File: src/rtl/instr_fetch.sv
// Instruction fetch stage: issues in-order imem reads under a credit limit,
// buffers the returned words and presents them, with their PCs, to decode.
module instr_fetch #(
    parameter logic [31:0] RESET_PC  = 32'h0000_0000,
    parameter int          BUF_DEPTH = 2,
    parameter int          MAX_OUTST = 2
) (
    input  logic        clk_w_i,
    input  logic        rst_w_i_l,
    output logic        imem_req_w_o_h,
    output logic [31:0] imem_addr_w_o,
    input  logic        imem_gnt_w_i_h,
    input  logic        imem_rvalid_w_i_h,
    input  logic [31:0] imem_rdata_w_i,
    input  logic        redirect_w_i_h,
    input  logic [31:0] redirect_pc_w_i,
    input  logic        stall_w_i_h,
    output logic        instr_valid_w_o_h,
    output logic [31:0] instr_w_o,
    output logic [6:0]  opcode_w_o,
    output logic [31:0] instr_pc_w_o
);
    localparam int          PW  = $clog2(BUF_DEPTH);
    localparam int          CW  = $clog2(BUF_DEPTH + 1);
    localparam int          OW  = $clog2(MAX_OUTST + 1);
    localparam logic [31:0] NOP = 32'h0000_0013;

    typedef enum logic [1:0] {IDLE, RUN, DRAIN} state_t;

    state_t        state_q, state_d;
    logic [31:0]   fetch_pc_q, fetch_pc_d;
    logic [31:0]   resp_pc_q, resp_pc_d;
    logic [OW-1:0] outst_q, outst_d;
    logic [OW-1:0] discard_q, discard_d;
    logic [CW-1:0] count_q, count_d;
    logic [PW-1:0] rd_ptr_q, rd_ptr_d;
    logic [PW-1:0] wr_ptr_q, wr_ptr_d;
    logic [31:0]   buf_data_q [BUF_DEPTH];
    logic [31:0]   buf_data_d [BUF_DEPTH];
    logic [31:0]   buf_pc_q   [BUF_DEPTH];
    logic [31:0]   buf_pc_d   [BUF_DEPTH];

    logic credit_ok;
    logic accept;
    logic consume;
    logic keep_word;

    always_ff @(posedge clk_w_i) begin
        if (!rst_w_i_l) begin
            state_q <= IDLE;
        end else begin
            state_q <= state_d;
        end
    end

    // DRAIN simply means stale responses from before a redirect are still due.
    always_comb begin
        state_d = state_q;
        case (state_q)
            IDLE:       state_d = RUN;
            RUN, DRAIN: state_d = (discard_d != '0) ? DRAIN : RUN;
            default:    state_d = IDLE;
        endcase
    end

    // Outstanding plus buffered never exceeds the buffer, so every kept word has a slot.
    always_comb begin
        credit_ok      = (int'(outst_q) + int'(count_q) < BUF_DEPTH) &&
                         (int'(outst_q) < MAX_OUTST);
        imem_req_w_o_h = (state_q != IDLE) && credit_ok && !redirect_w_i_h;
    end

    always_comb begin
        accept     = imem_req_w_o_h & imem_gnt_w_i_h;
        consume    = instr_valid_w_o_h & !stall_w_i_h;
        keep_word  = imem_rvalid_w_i_h & (discard_q == '0) & !redirect_w_i_h;

        fetch_pc_d = fetch_pc_q;
        resp_pc_d  = resp_pc_q;
        outst_d    = outst_q;
        discard_d  = discard_q;
        count_d    = count_q;
        rd_ptr_d   = rd_ptr_q;
        wr_ptr_d   = wr_ptr_q;
        buf_data_d = buf_data_q;
        buf_pc_d   = buf_pc_q;

        if (accept) begin
            fetch_pc_d = fetch_pc_q + 32'd4;
        end

        case ({accept, imem_rvalid_w_i_h})
            2'b10:   outst_d = outst_q + OW'(1);
            2'b01:   outst_d = outst_q - OW'(1);
            default: outst_d = outst_q;
        endcase

        if (imem_rvalid_w_i_h && discard_q != '0) begin
            discard_d = discard_q - OW'(1);
        end

        if (keep_word) begin
            buf_data_d[wr_ptr_q] = imem_rdata_w_i;
            buf_pc_d[wr_ptr_q]   = resp_pc_q;
            wr_ptr_d             = wr_ptr_q + PW'(1);
            resp_pc_d            = resp_pc_q + 32'd4;
        end

        if (consume) begin
            rd_ptr_d = rd_ptr_q + PW'(1);
        end

        case ({keep_word, consume})
            2'b10:   count_d = count_q + CW'(1);
            2'b01:   count_d = count_q - CW'(1);
            default: count_d = count_q;
        endcase

        // Redirect wins over everything; whatever is still in flight becomes stale.
        if (redirect_w_i_h) begin
            fetch_pc_d = redirect_pc_w_i & ~32'd3;
            resp_pc_d  = redirect_pc_w_i & ~32'd3;
            discard_d  = outst_d;
            count_d    = '0;
            rd_ptr_d   = '0;
            wr_ptr_d   = '0;
        end
    end

    always_ff @(posedge clk_w_i) begin
        if (!rst_w_i_l) begin
            fetch_pc_q <= RESET_PC;
            resp_pc_q  <= RESET_PC;
            outst_q    <= '0;
            discard_q  <= '0;
            count_q    <= '0;
            rd_ptr_q   <= '0;
            wr_ptr_q   <= '0;
            for (int i = 0; i < BUF_DEPTH; i++) begin
                buf_data_q[i] <= '0;
                buf_pc_q[i]   <= '0;
            end
        end else begin
            fetch_pc_q <= fetch_pc_d;
            resp_pc_q  <= resp_pc_d;
            outst_q    <= outst_d;
            discard_q  <= discard_d;
            count_q    <= count_d;
            rd_ptr_q   <= rd_ptr_d;
            wr_ptr_q   <= wr_ptr_d;
            buf_data_q <= buf_data_d;
            buf_pc_q   <= buf_pc_d;
        end
    end

    assign imem_addr_w_o     = fetch_pc_q;
    assign instr_valid_w_o_h = (count_q != '0);
    assign instr_w_o         = instr_valid_w_o_h ? buf_data_q[rd_ptr_q] : NOP;
    assign opcode_w_o        = instr_w_o[6:0];
    assign instr_pc_w_o      = instr_valid_w_o_h ? buf_pc_q[rd_ptr_q] : 32'h0;

    // A kept response arriving into a full, non-draining buffer means imem broke the credit contract.
    assert property (@(posedge clk_w_i) disable iff (!rst_w_i_l)
        !(imem_rvalid_w_i_h && !redirect_w_i_h && discard_q == '0 &&
          int'(count_q) == BUF_DEPTH && !consume));

endmodule

File: config.mk
export PLATFORM = sky130hd
export DESIGN_NAME = instr_fetch
export DESIGN_NICKNAME = d
export VERILOG_FILES = /design/src/rtl/instr_fetch.sv
export SDC_FILE = /design/constraint.sdc
export NUM_CORES = 1
export LEC_CHECK = 0
export CAP_MARGIN = 20
export CELL_PAD_IN_SITES_DETAIL_PLACEMENT = 1
export CELL_PAD_IN_SITES_GLOBAL_PLACEMENT = 1
export CORE_UTILIZATION = 38
export DETAILED_ROUTE_END_ITERATION = 12
export PLACE_DENSITY_LB_ADDON = 0.1
export SYNTH_ARGS = -nofsm -noshare
export SYNTH_HDL_FRONTEND = slang
export SYNTH_SLANG_ARGS = --single-unit
File: constraint.sdc
create_clock -name clk_w_i -period 3.9 [get_ports clk_w_i]
set_input_delay 0.78 -clock clk_w_i [delete_from_list [all_inputs] [get_ports clk_w_i]]
set_output_delay 0.78 -clock clk_w_i [all_outputs]
set_load 0.05 [all_outputs]
Word level (Yosys, flattened, before mapping) --
Cells that the tools add are included.
Storage, ports and cells: bits in registers 202, bits of input ports 70, output and inout bits 105, logic and storage cells 82
Operators by class: add/subtract/negate cells 10, $lt $le $gt $ge 5, equality and inequality tests 6, multiplexer cells 22, bitwise logic cells 7, reductions and logical operators 18
Operators with widths (number):
- $mux W32 | 13
- $bwmux W64 | 2
- $add A32 B3 Y32 const B | 2
- $demux W32 S1 | 1
- $reduce_bool A2 Y1 | 7
- $pmux W2 S2 | 3
- $eq A2 B1 Y1 const B | 3
- $eq A2 B2 Y1 const B | 3
- $mux W2 | 3
- $sub A2 B1 Y2 const B | 3
- $logic_and A1 B1 Y1 | 5
- $add A2 B1 Y2 const B | 2
- $and A1 B1 Y1 | 4
- $ge A2 B2 Y1 const B | 2
- $logic_not A2 Y1 | 2
- $not A1 Y2 | 2
- $reduce_or A2 Y1 | 2
- $add A2 B2 Y3 | 1
- $lt A3 B2 Y1 const B | 1
- $add A1 B1 Y1 const B | 2
- $logic_not A1 Y1 | 2
- $lt A2 B1 Y1 const B | 1
- $lt A2 B2 Y1 const B | 1
- $not A1 Y1 | 1

Logic depth before layout (Yosys ltp) --
depth in word-level cells 12, gate-level depth with buffers 14, mapped depth without buffers 11

Least setup slack after synthesis --
No wires, ideal clock.
path kind register to output, start reg rd_ptr_q, end out opcode_w_o[3], arrival time 2.215 ns, required time 3.120 ns, setup slack 0.905 ns, cell stages (with the launch flop) 6, cells stage by stage dfxtp_1 -> clkbuf_1 -> buf_1 -> mux2i_1 -> nor2_1 -> buf_4
On the way: longest elaborated chain between the ends 5
RTL lines:
- start, declared | RTL line 36 | logic [PW-1:0] rd_ptr_q, rd_ptr_d;
- start signal, assigned | RTL line 149 | rd_ptr_q <= rd_ptr_d;
- $not A1 Y2 (not written as such) | RTL line 158 | assign instr_w_o = instr_valid_w_o_h ? buf_data_q[rd_ptr_q] : NOP;
- $mux W32 (not written as such) (3 in series) | RTL line 158
- $mux W32 | RTL line 158
- end, declared | RTL line 20 | output logic [6:0] opcode_w_o,
No other way between the ends. The select of a mux whose other input is x is not followed.

Worst setup path after layout --
start reg rd_ptr_q, end out instr_w_o[3]
On the way: longest elaborated chain between the ends 5
RTL lines:
- $not A1 Y2 (not written as such) | RTL line 158
- $mux W32 (not written as such) (3 in series) | RTL line 158
- $mux W32 | RTL line 158
- end, declared | RTL line 19 | output logic [31:0] instr_w_o,
No other way between the ends. The select of a mux whose other input is x is not followed.

==> results.sh <==
export IMPL_synth_avg_cell_area_um2=7.74
export IMPL_netlist_area_leader_share=0.423
export IMPL_placed_cells=1595
export IMPL_vdd_drop_max_mv=0.265
export IMPL_areaGrowthSynthToFinish_pct=27.1
export IMPL_crit_required_ns=3.12
export IMPL_cts_resized_gates=0
export IMPL_crit_path_end_kind="primary output"
export IMPL_tightest_slew_ns=0.721
export IMPL_ctsHoldBuffers=0
export IMPL_dp_hpwl_um=17900
export IMPL_start_util=0.389
export IMPL_gp_congestion=0.775
export IMPL_grt_pass1_wl_um=43600
export IMPL_final_setup_tns_ns=0
export IMPL_synth_cell_types=52
export IMPL_clock_root_buffer="clkbuf_16"
export IMPL_dr_first_iter_drc_count=404
export IMPL_path_max_fanout=31
export IMPL_crit_chain="buf_12, mux2i_1, nor2_1, clkdlybuf4s50_1"
export IMPL_p_leak_uw=0.00376
export IMPL_finalCritPeriodShare=0.843
export IMPL_ys_top_cells_by_count="303 x nand2_1, 194 x dfxtp_1, 163 x a21oi_1"
export IMPL_seq_area_frac_synth=0.423
export IMPL_core_um2=23600
export IMPL_rows=56
export IMPL_dr_wl_met2_um=12800
export IMPL_synth_cells=1187
export IMPL_async_flop_share=0
export IMPL_cp_data_arrival_time_ns=2.51
export IMPL_crit_family="buffers and inverters"
export IMPL_synthAdderAreaFrac=0.0117
export IMPL_io_pins=175
export IMPL_synth_edf_count=0
export IMPL_wl_per_cell_um=16.7
export IMPL_timing_critical_path_buf_inv=2
export IMPL_ys_seq_elements=194
export IMPL_cts_post_setup_buffers_inserted=0
export IMPL_h_tree_depth=4
export IMPL_hp_class="reg -> reg"
export IMPL_dr_pass1_iters=4
export IMPL_clk_insertion_delay_late_ns=0.43
export IMPL_muxShareOfSynthArea=0.0754
export IMPL_final_cells=1626
export IMPL_dieArea_um2=24800
export IMPL_wl_um=27200
export IMPL_finalMaxSlewViolations=0
export IMPL_synthSimpleGateAreaFrac=0.244
export IMPL_die_y_um=158
export IMPL_cp_start_kind="flop"
export IMPL_path_clk_slew_ns=0.07
export IMPL_synth_main_ff_cell="dfxtp_1"
export IMPL_cp_slowest_cell="clkdlybuf4s50_1"
export IMPL_cts_buffer_depth=2
export IMPL_finalHoldViolCount=0
export IMPL_cts_buffers=17
export IMPL_netlist_area_um2=9190
export IMPL_synth_compound_area_frac=0.149
export IMPL_synth_top_family_by_area="simple AND/OR/NAND/NOR gates"
export IMPL_finClkSkew_ns=0.0121
export IMPL_yosys_warnings=0
export IMPL_place_port_buffers=168
export IMPL_path_class="reg -> out"
export IMPL_first_global_vias=8365
export IMPL_min_period_ns=3.29
export IMPL_timing_fmax_mhz=304
export IMPL_synth_most_common_cell="nand2_1"
export IMPL_n_antenna_cell=0
export IMPL_relSlewSlack=0.520
export IMPL_num_nets_final=1373
export IMPL_antenna_found_initial=0
export IMPL_fin_area_um2=11700
export IMPL_status="complete, no violations"
export IMPL_cts_tree="yes"
export IMPL_dpl_cell_area_um2=11000
export IMPL_grt_max_degree=73
export IMPL_power_density_nw_per_um2=434
export IMPL_clock_sinks=194
export IMPL_grt_overflow=0
export IMPL_drive_above_1_share=0.0490
export IMPL_cp_slowest_stage_delay_ns=0.84
export IMPL_globalRouteTotalUtil=0.222
export IMPL_synthXorXnorAreaFrac=0.0391
export IMPL_fp_dieW_um=158
export IMPL_vias_per_cell=5.21
export IMPL_routed_wl_met3_um=1030
export IMPL_vias=8478
export IMPL_yosysTopAreaCell="dfxtp_1"
export IMPL_rsz0062_at_grt="false"
export IMPL_drtAntennaViolNets=0
export IMPL_drc_errors=0
export IMPL_setup_violations_final=0
export IMPL_wl_met1_um=13200
export IMPL_route_top_layer_used="met4"
export IMPL_synth_area_leaders="dfxtp_1 42%, nand2_1 12%, a21oi_1 8.9%, mux2i_1 7.3%, nor2_1 3.8%"
export IMPL_fin_util=0.495
export IMPL_drv_cap=0
export IMPL_finalPower_uw=5070
[metal layers]
| layer | global-route usage | vias up |
|---|---|---|
| li1 | - | 4219 |
| met3 | 0.0319 | 17 |
| met1 | 0.291 | 4067 |
| met4 | 0.0522 | 0 |
| met2 | 0.382 | 175 |
| met5 | 0 | - |
[layout make-up]
type,instances,area [um^2]
Fill cell,2857,11900
Multi-Input combinational cell,881,4800
Sequential cell,194,3890
Timing Repair Buffer,183,1890
Clock buffer,20,458
Tap cell,319,399
Clock inverter,11,174
Inverter,18,70.1
[worst min-delay path, stage by stage, from the launching register on]
cell     delay [ns]
dfxtp_1        0.31
nand2_1        0.05
a21oi_1        0.05
[stage by stage]
stage          setup WS, ns  hold slack [ns]
5_1_grt               0.361            0.466
6_report              0.614            0.453
3_5_place_dp          0.604            0.446
2_1_floorplan         0.905            0.436
4_1_cts               0.572            0.457
3_3_place_gp          0.660            0.441
[power breakdown]
group | switching, uW | internal [uW] | leakage (uW) | total (uW)
clock | 787 | 1120 | 0.000299 | 1900
sequential | 123 | 2100 | 0.00158 | 2230
combinational | 590 | 349 | 0.00188 | 939
[flip-flops by register name (all words and copies together) (netlist names)]
name           count
buf_data_q        64
buf_pc_q          60
count_q            2
discard_q          2
imem_addr_w_o     30
outst_q            2
rd_ptr_q           1
resp_pc_q         30
state_q            2
wr_ptr_q           1
[logic make-up after synthesis]
group,Yosys count
compound gates,249
xor+xnor,41
fa+ha+maj,8
buf+inv,115
flops,194
mux,69
other cells,1
simple gates,510
[cells in the final DEF (no fill, tap or decap), drive strengths merged, types with 4 or more instances in the layout]
cell             n
and3            15
xor2            16
o22ai            5
inv             21
clkdlybuf4s50  167
a211oi           4
clkbuf          20
ha               7
a31oi           19
and4             9
a22oi            4
or3             10
nor4             8
buf             16
a21oi          163
conb             4
or4              6
nand2          304
nor2            92
and2             9
a21boi           5
mux2i           67
dfxtp          194
nor3            10
nand3           26
bufinv           4
nand4           16
xnor2           25
nor2b            4
o21ai           32
[path summary, 6_finish.rpt]
kind	startpoint	depth (start not counted)	endpoint	slack, ns
setup / recovery	rd_ptr_q$_SDFFE_PP0P_	4	instr_w_o[3]	0.61
hold reg to reg	buf_pc_q[49]$_SDFFE_PN0P_	2	buf_pc_q[49]$_SDFFE_PN0P_	0.45
setup reg to reg	count_q[0]$_SDFFE_PP0P_	10	state_q[1]$_SDFF_PN0_	0.66
hold / removal	buf_pc_q[49]$_SDFFE_PN0P_	2	buf_pc_q[49]$_SDFFE_PN0P_	0.45
(Power assumes the default switching activity.)
